[config.mk]
export PLATFORM = sky130hd
export DESIGN_NAME = btb
export DESIGN_NICKNAME = d
export VERILOG_FILES = /design/src/rtl/rv32i_types.sv /design/src/rtl/btb_array.sv /design/src/rtl/btb.sv
export SDC_FILE = /design/constraint.sdc
export NUM_CORES = 2
export LEC_CHECK = 0
export ABC_AREA = 1
export CAP_MARGIN = 20
export CORE_MARGIN = 2
export CORE_UTILIZATION = 28
export CTS_BUF_LIST = sky130_fd_sc_hd__clkbuf_8
export DETAILED_ROUTE_END_ITERATION = 8
export HOLD_SLACK_MARGIN = 0.02
export RECOVER_POWER = 25
export SETUP_SLACK_MARGIN = 0.05
export SYNTH_ARGS = -nofsm -noshare
export SYNTH_HDL_FRONTEND = slang
export SYNTH_SLANG_ARGS = --single-unit
[constraint.sdc]
create_clock -name clk -period 4.3 [get_ports clk]
set_input_delay 0.43 -clock clk [delete_from_list [all_inputs] [get_ports clk]]
set_output_delay 0.43 -clock clk [all_outputs]
set_load 0.05 [all_outputs]
[src/rtl/rv32i_types.sv]
// Shared types for the branch target buffer.
//   s_set_idx   : log2 of the set count
//   s_pc_offset : low PC bits ignored for index/tag (word-aligned fetch)
//   s_tag       : tag width, derived from the two above
//   btb_entry_t : one way of one set (valid, tag, target)
//   btb_pkg_t   : prediction metadata carried IF -> ID -> EX
package rv32i_types;

  localparam int unsigned s_set_idx   = 4;
  localparam int unsigned s_pc_offset = 2;
  localparam int unsigned s_tag       = 32 - s_set_idx - s_pc_offset;
  localparam int unsigned s_sets      = 1 << s_set_idx;

  typedef struct packed {
    logic             valid;
    logic [s_tag-1:0] tag;
    logic [31:0]      target;
  } btb_entry_t;

  typedef struct packed {
    logic [31:0] pc;
    logic        hit;
    logic        hit_way;
    logic        pred_taken;
    logic [31:0] pred_target;
  } btb_pkg_t;

endpackage

[src/rtl/btb_array.sv]
// Two-way tag/target/valid storage with one LRU bit per set.
// Ports:
//   i_clk, i_rst          : clock, synchronous active-high reset (invalidates all)
//   i_rd_set, i_rd_tag    : IF lookup key
//   o_hit, o_hit_way      : lookup result (way 0 wins if both match)
//   o_hit_target          : target stored in the hitting way
//   i_wr_set              : set used by the write port; also read for allocation
//   o_wr_valid, o_wr_lru  : valid bits and LRU bit of i_wr_set
//   i_we, i_wr_way        : write enable and destination way
//   i_wr_tag_en, i_wr_tag : tag is only rewritten on allocation
//   i_wr_target           : target to store
module btb_array
  import rv32i_types::*;
(
  input  logic                 i_clk,
  input  logic                 i_rst,
  input  logic [s_set_idx-1:0] i_rd_set,
  input  logic [s_tag-1:0]     i_rd_tag,
  output logic                 o_hit,
  output logic                 o_hit_way,
  output logic [31:0]          o_hit_target,
  input  logic [s_set_idx-1:0] i_wr_set,
  output logic [1:0]           o_wr_valid,
  output logic                 o_wr_lru,
  input  logic                 i_we,
  input  logic                 i_wr_way,
  input  logic                 i_wr_tag_en,
  input  logic [s_tag-1:0]     i_wr_tag,
  input  logic [31:0]          i_wr_target
);

  btb_entry_t              r_entry [2][s_sets];
  logic       [s_sets-1:0] r_lru;
  logic       [1:0]        w_match;

  always_comb begin
    for (int w = 0; w < 2; w++) begin
      w_match[w] = r_entry[w][i_rd_set].valid && (r_entry[w][i_rd_set].tag == i_rd_tag);
    end
    o_hit        = |w_match;
    o_hit_way    = ~w_match[0];
    o_hit_target = r_entry[o_hit_way][i_rd_set].target;
    o_wr_valid   = {r_entry[1][i_wr_set].valid, r_entry[0][i_wr_set].valid};
    o_wr_lru     = r_lru[i_wr_set];
  end

  // Reset has priority, so an update coinciding with reset is dropped.
  always_ff @(posedge i_clk) begin
    if (i_rst) begin
      for (int w = 0; w < 2; w++) begin
        for (int s = 0; s < s_sets; s++) begin
          r_entry[w][s] <= '0;
        end
      end
      r_lru <= '0;
    end else if (i_we) begin
      r_entry[i_wr_way][i_wr_set].valid  <= 1'b1;
      r_entry[i_wr_way][i_wr_set].target <= i_wr_target;
      if (i_wr_tag_en) begin
        r_entry[i_wr_way][i_wr_set].tag <= i_wr_tag;
      end
      r_lru[i_wr_set] <= ~i_wr_way;
    end
  end

endmodule

[src/rtl/btb.sv]
// Branch target buffer and next-PC selector.
// Ports:
//   clk, rst            : clock, synchronous active-high reset
//   stall_id, stall_ex  : hold the ID / EX metadata registers
//   addr, br_take       : IF fetch PC and direction prediction for it
//   update, br_en       : EX resolution valid, actual taken
//   ex_target           : actual target in EX
//   pred_taken, next_pc : IF prediction and PC to fetch next
//   redirect            : EX misprediction
//   redirect_pc         : correct PC when redirect is high
module btb
  import rv32i_types::*;
(
  input  logic        clk,
  input  logic        rst,
  input  logic        stall_id,
  input  logic        stall_ex,
  input  logic [31:0] addr,
  input  logic        br_take,
  input  logic        update,
  input  logic        br_en,
  input  logic [31:0] ex_target,
  output logic        pred_taken,
  output logic [31:0] next_pc,
  output logic        redirect,
  output logic [31:0] redirect_pc
);

  logic                 w_hit;
  logic                 w_hit_way;
  logic [31:0]          w_hit_target;
  logic [1:0]           w_wr_valid;
  logic                 w_wr_lru;
  logic                 w_wr_way;
  logic                 w_we;
  logic                 w_dir_wrong;
  logic                 w_tgt_wrong;
  logic [s_set_idx-1:0] w_rd_set;
  logic [s_tag-1:0]     w_rd_tag;
  logic [s_set_idx-1:0] w_wr_set;
  logic [s_tag-1:0]     w_wr_tag;
  btb_pkg_t             w_if_pkg;
  btb_pkg_t             r_id_pkg;
  btb_pkg_t             r_ex_pkg;

  assign w_rd_set = addr[s_set_idx+s_pc_offset-1:s_pc_offset];
  assign w_rd_tag = addr[31:s_set_idx+s_pc_offset];
  // Training indexes with the PC that travelled with the instruction.
  assign w_wr_set = r_ex_pkg.pc[s_set_idx+s_pc_offset-1:s_pc_offset];
  assign w_wr_tag = r_ex_pkg.pc[31:s_set_idx+s_pc_offset];

  btb_array u_array (
    .i_clk        (clk),
    .i_rst        (rst),
    .i_rd_set     (w_rd_set),
    .i_rd_tag     (w_rd_tag),
    .o_hit        (w_hit),
    .o_hit_way    (w_hit_way),
    .o_hit_target (w_hit_target),
    .i_wr_set     (w_wr_set),
    .o_wr_valid   (w_wr_valid),
    .o_wr_lru     (w_wr_lru),
    .i_we         (w_we),
    .i_wr_way     (w_wr_way),
    .i_wr_tag_en  (~r_ex_pkg.hit),
    .i_wr_tag     (w_wr_tag),
    .i_wr_target  (ex_target)
  );

  always_comb begin
    pred_taken           = w_hit & br_take;
    w_if_pkg.pc          = addr;
    w_if_pkg.hit         = w_hit;
    w_if_pkg.hit_way     = w_hit_way;
    w_if_pkg.pred_taken  = pred_taken;
    w_if_pkg.pred_target = w_hit_target;
  end

  always_ff @(posedge clk) begin
    if (rst) begin
      r_id_pkg <= '0;
      r_ex_pkg <= '0;
    end else begin
      if (!stall_id) r_id_pkg <= w_if_pkg;
      if (!stall_ex) r_ex_pkg <= r_id_pkg;
    end
  end

  always_comb begin
    w_dir_wrong = br_en != r_ex_pkg.pred_taken;
    w_tgt_wrong = br_en & r_ex_pkg.pred_taken & (r_ex_pkg.pred_target != ex_target);
    redirect    = ~rst & update & (w_dir_wrong | w_tgt_wrong);
    redirect_pc = br_en ? ex_target : r_ex_pkg.pc + 32'd4;
  end

  // Hit: retrain the same way. Miss: lowest invalid way, else the LRU way.
  always_comb begin
    w_we = update & br_en;
    if (r_ex_pkg.hit)        w_wr_way = r_ex_pkg.hit_way;
    else if (!w_wr_valid[0]) w_wr_way = 1'b0;
    else if (!w_wr_valid[1]) w_wr_way = 1'b1;
    else                     w_wr_way = w_wr_lru;
  end

  always_comb begin
    if (redirect)        next_pc = redirect_pc;
    else if (pred_taken) next_pc = w_hit_target;
    else                 next_pc = addr + 32'd4;
  end

endmodule

==> reports/metrics.csv <==
metric,value,unit
slew at the pin with the worst max-slew slack,3.40,ns
Starting Density,0.282,
worst hold slack,0.0893,ns
Cells after Synth,9414,
clock sink count,2038,
Die Y,576,um
Port Buffers,136,
share of layout cells above drive strength 1,0.182,
later-pin clock latency in the skew report,1.08,ns
DIE AREA,0.331,mm2
H-tree depth,5,
CP required,3.87,ns
"top cells by area, synth","edfxtp_1 62%, nand2_1 9.1%, nor2_1 6.8%, nand3_1 5.9%, dfxtp_1 3.3%",
Post-Syn Area,0.0915,mm2
largest net degree at the start of global routing,111,
cell family with most CP delay,buffers and inverters,
DRC violations left,0,
leakage power,45.7,nW
share of the synthesized area in the top cell type,0.619,
"Non-Filler Cell Area, Final",0.114,mm2
Final Hold Viols,0,
critical path's slowest cell,clkbuf_1,
TritonRoute pass-1 iters,6,
vias in the first global route,70200,
Pwr per Cell Area,412,mW/mm2
Synth top cells by count,"2,213 x nand2_1, 1,888 x edfxtp_1, 1,652 x nor2_1",
Layout Skew,0.132,ns
HPWL after detailed placement,210,mm
wire per inst,23.9,um
critical path launch point type,input port,
clk slew on worst S/H paths,0.06,ns
Crit Path Class,in2out,
Core Rows,209,
failing checks,"capacitance limit, slew limit, setup timing",
sequential share of the synthesized area,0.652,
Crit path buffers/inverters,7,
I/O pin count,137,
Fill cells,32300,
Max Clock Freq,0.186,GHz
maxcap violations,5,
drt total wl,355,mm
final setup vio count,2910,
Final ANT Viol Nets,0,
worst-path fanout max,36,
via count,75700,
setup total negative slack,-955.26,ns
warnings from Yosys,0,
area grow syn2layout,25.0,%
max incr delay on CP,1.55,ns
"Arr. time, crit path",4.96,ns
Core ar.,0.325,mm2
power consumption,0.0472,W
status,"complete, but fails checks",
unrepaired setup endpoints after global routing,true,
number of synthesized register bits,2038,
DRT iter0 DRCs,10700,
Final WS setup,-1.09,ns
routability congestion estimate from global placement,0.935,
Slew Limit Headroom,-1.27,
"Cell Chain, Critical Path",dlygate4sd3_1 > inv_6 > clkbuf_1 > nand3_1 > inv_2 > a21oi_1 > buf_4 > a21oi_1 > buf_4 > buf_12,
"count leader, synth",nand2_1,
fin nets,10300,
clk buf depth,4,
Congestion Overflow GR,0,
Inst Count DP,14100,
hold crit path type,in2reg,
ys flop type,edfxtp_1,
Final Critical Period,5.39,ns
placement-stage cell area,0.104,mm2
Die X,576,um
GRT Overall Usage,0.205,
Via density,5.10,
syn avg cell area,9.72,um2
Tcrit/Tclk final,1.25,
Synth area leader,edfxtp_1,
CTS tree,built,
"FFs w/ async S/R, synth",0,
CP Capture Type,output pin,
initial antenna violation count,11,
Unique masters post-synth,45,
first-pass GRT wire length,497,mm
final std cells w/o fill,14800,
clk root buf,clkbuf_8,
pins over their slew limit,262,
"EDFF count, synth",1888,
CTS buffer count,340,
Post-Syn Nets,9491,
VDD IR max,333,uV
## registers in the layout, summed over array words and instances, names as in the netlist
name / cells
r_id_pkg: 67
u_array.r_entry: 1888
r_ex_pkg: 67
u_array.r_lru: 16
## tightest hold or removal path: cells and delay by family
family          cells  cell delay (ns)
compound gates      1             0.08
buf+inv             1             0.48
simple gates        1             0.08
## final cells by class
class,instances,area (um2),share of cell area
clock buffers,355,4890,0.0427
multi-input cells,6055,28300,0.247
repair buffers,1115,12200,0.107
flip-flops and latches,2038,59700,0.522
diodes,16,40.0,0.000350
clock inverters,247,1210,0.0106
well taps,4325,5410,0.0473
inverters,690,2650,0.0231
repair inverters,2,46.3,0.000405
## repair_timing
| item | in CTS | in global routing |
|---|---|---|
| cloned | 22 | 12 |
| setup endpoints to repair | 46 | 50 |
| hold endpoints to repair | 28 | 0 |
| pin swaps | 103 | 103 |
| resized for setup | 364 | 242 |
| setup buffers | 77 | 40 |
| hold buffers | 1 | 0 |
## final timing paths
path	startpoint	end	slack (ns)	depth (start not counted)
worst max-delay path	rst	next_pc[8]	-1.09	10
worst min-delay path	addr[1]	r_id_pkg[36]$_SDFFE_PP0N_	0.09	3
worst max register to register	r_ex_pkg[37]$_SDFFE_PP0N_	u_array.r_entry[1][605]$_DFFE_PP_	-0.87	12
worst min register to register	r_id_pkg[21]$_SDFFE_PP0N_	r_ex_pkg[21]$_SDFFE_PP0N_	0.42	2
## cells in the final DEF, fill, tap and decap left out, drive strengths merged, types with 4 or more instances in the layout
cell type / instances
edfxtp: 1888
or2: 17
nand2: 2213
nand3b: 47
o221ai: 36
xnor2: 26
clkdlybuf4s50: 65
o22ai: 71
clkinv: 152
bufinv: 5
a31oi: 22
xor2: 50
a21oi: 146
a22o: 8
dfxtp: 150
o211ai: 65
nor3: 27
diode: 16
dlygate4sd3: 5
buf: 990
o2111ai: 5
clkbuf: 405
nor4: 10
nor2: 1655
inv: 773
clkinvlp: 9
nand3: 1074
bufbuf: 4
nand4: 37
o21ai: 534
ha: 6
## metrics by stage
step	setup slack, ns	util
6_report	-1.09	0.352
5_1_grt	-1.02	0.352
4_1_cts	-0.773	0.348
3_5_place_dp	-1.01	0.321
3_3_place_gp	-0.988	0.321
2_1_floorplan	0.0639	-
## cells by family after synthesis
group,share of synthesized area
compound gates,0.0538
xor+xnor,0.00727
fa+ha+maj,0.000820
buf+inv,0.0579
flops,0.652
simple gates,0.228
## layer usage
layer | up-vias | global-route usage | share of wire
met3 | 1048 | 0.0441 | 0.11
met5 | - | 0 | 0.00012
met1 | 36500 | 0.267 | 0.38
met2 | 4851 | 0.315 | 0.44
met4 | 6 | 0.119 | 0.064
li1 | 33300 | - | -
## report_power, final
group / switching [W] / internal (W) / total [W] / leakage (nW)
Combinational: 0.00481 / 0.00215 / 0.00696 / 21.6
Clock: 0.00822 / 0.00795 / 0.0162 / 3.57
Sequential: 0.000484 / 0.0236 / 0.0241 / 20.5
No activity file was read; power rests on OpenSTA's default activity.
==> RTL edit (same settings) <==
Register the output `redirect_pc`, without a reset; this adds one clock of latency there. The other outputs are not delayed to match.
--- a/src/rtl/btb.sv
+++ b/src/rtl/btb.sv
@@ -26,4 +26,6 @@
   output logic [31:0] redirect_pc
 );
+
+  logic [31:0] redirect_pc_d;
 
   logic                 w_hit;
@@ -91,5 +93,5 @@
     w_tgt_wrong = br_en & r_ex_pkg.pred_taken & (r_ex_pkg.pred_target != ex_target);
     redirect    = ~rst & update & (w_dir_wrong | w_tgt_wrong);
-    redirect_pc = br_en ? ex_target : r_ex_pkg.pc + 32'd4;
+    redirect_pc_d = br_en ? ex_target : r_ex_pkg.pc + 32'd4;
   end
 
@@ -104,9 +106,13 @@
 
   always_comb begin
-    if (redirect)        next_pc = redirect_pc;
+    if (redirect)        next_pc = redirect_pc_d;
     else if (pred_taken) next_pc = w_hit_target;
     else                 next_pc = addr + 32'd4;
   end
 
+  always_ff @(posedge clk) begin
+    redirect_pc <= redirect_pc_d;
+  end
+
 endmodule
 
Check against the original RTL: not settled (the Yosys comparison gave no result); the edit may change what the design does.
==> RTL edit against the unedited design <==
The run ends with design-rule violations, max-capacitance violations, max-slew violations, negative setup slack left. Worst hold slack better by 0.039 ns. Sequential cell count increased by 32. Via count increased by 1.1%. Critical path depth unchanged. Worst setup slack better by 0.43 ns. Power grew 1.3%. Final area up 1.5%. Routed wire length up 1.7%. Area after synthesis grew 1.8%. Largest power group unchanged. Highest routed layer is now met4.
==> RTL edit: results (changes against the unedited design) <==
[yosys]
synthTopCellsByArea = edfxtp_1 61%, nand2_1 9.5%, nor2_1 6.8%
syn_avg_cell_area_um2 = 9.60  ; -1.3%
synth_nets = 9787  ; +3.1%
synthTopCellsByCount = 2,367 x nand2_1, 1,888 x edfxtp_1, 1,679 x nor2_1, 1,106 x nand3_1, 745 x inv_1

[detailed_routing]
drt-total-wl_mm = 361  ; +1.7%
drc = 1  ; +1
dr.pass1.iters = 9  ; +3

[timing]
skew_ns = 0.0942  ; -0.0382 ns
maxSlewViolCount = 145  ; -45%
setup_tns_ns = -556.36  ; +398.90 ns
finalSetupViolations = 2377  ; -18%
worst_slack_ns = -0.659  ; +0.427 ns

[final_layout]
nets = 10493  ; +1.7%
drive_gt1_frac = 0.179  ; -0.00256
layout.cells.non_filler = 15045  ; +1.4%

[pwr]
power_w = 0.0478  ; +1.3%
clock_power_w = 0.0166  ; +2%
ir_drop_mv = 0.309  ; -7.1%

[clocking]
cts_resized = 367  ; +0.82%
insertion_delay_ns = 1.04  ; -0.04 ns
post-cts-setup-buffers = 44  ; -43%

[critical_path]
crit_fanout = 144  ; +300%
worstPathArrival_ns = 5.61  ; +0.65 ns
r2r_slack_ns = -0.53  ; +0.34 ns
rr_endpoint = u_array.r_entry[1][844]$_DFFE_PP_

[place]
dp.cells = 14327  ; +1.8%
gp_congestion = 0.943  ; +0.91%

[flow_run]
drv_cap = 1  ; -4

[outcome]
violations = design-rule violations, max-capacitance violations, max-slew violations, negative setup slack
status = finished with violations

[hold_path]
hold_path_end = r_id_pkg[35]$_SDFFE_PP0N_

[global_route]
grt_pass1_vias = 71409  ; +1.7%

-- RTL edit: cell types whose count changed in the layout (fill, tap and decap cells not counted), moves of 37 or more --
cell,change
buf_4,-144
dfxtp_1,+37
inv_1,+112
nand2_1,+152
nand3_1,-115
nand3_2,+138
-- RTL edit: layer usage --
layer	wire length, um	track usage	up-vias
li1	-	-	33709
met1	136000	0.267	36903
met2	163000	0.319	4916
met3	40900	0.0410	979
met4	21400	0.106	0
met5	0	0	-
-- RTL edit: kinds of logic after synthesis --
kind of cell               count (synthesis)  share of synthesized area
AOI/OAI and AO/OA                        772                     0.0450
xor gates and xnor gates                  69                    0.00649
adders and majority gates                  6                   0.000806
buffers and inverters                   1445                     0.0635
DFF                                     2070                      0.648
and+or+nand+nor                         5348                      0.237
-- RTL edit: area by class of cell --
| type | count | area, um^2 |
|---|---|---|
| diodes | 5 | 12.5 |
| fillers | 32907 | 215000 |
| multi-input cells | 6197 | 29500 |
| well taps | 4366 | 5460 |
| clock buffers | 373 | 5130 |
| inverters | 813 | 3110 |
| clock inverters | 228 | 1130 |
| repair buffers | 993 | 11400 |
| flip-flops and latches | 2070 | 60300 |
-- RTL edit: worst max path at each step --
stage | startpoint | to | slack, ns | cells after the start
4_1_cts | u_array.r_entry[0][39]$_SDFFCE_PN0P_ | next_pc[4] | -0.68 | 35
2_1_floorplan | addr[2] | next_pc[10] | 0.32 | 21
3_5_place_dp | addr[5] | next_pc[3] | -0.67 | 26
6_report | rst | u_array.r_entry[0][563]$_SDFFCE_PN0P_ | -0.66 | 10
3_3_place_gp | addr[5] | next_pc[3] | -0.70 | 26
5_1_grt | rst | u_array.r_entry[0][583]$_SDFFCE_PN0P_ | -0.85 | 10
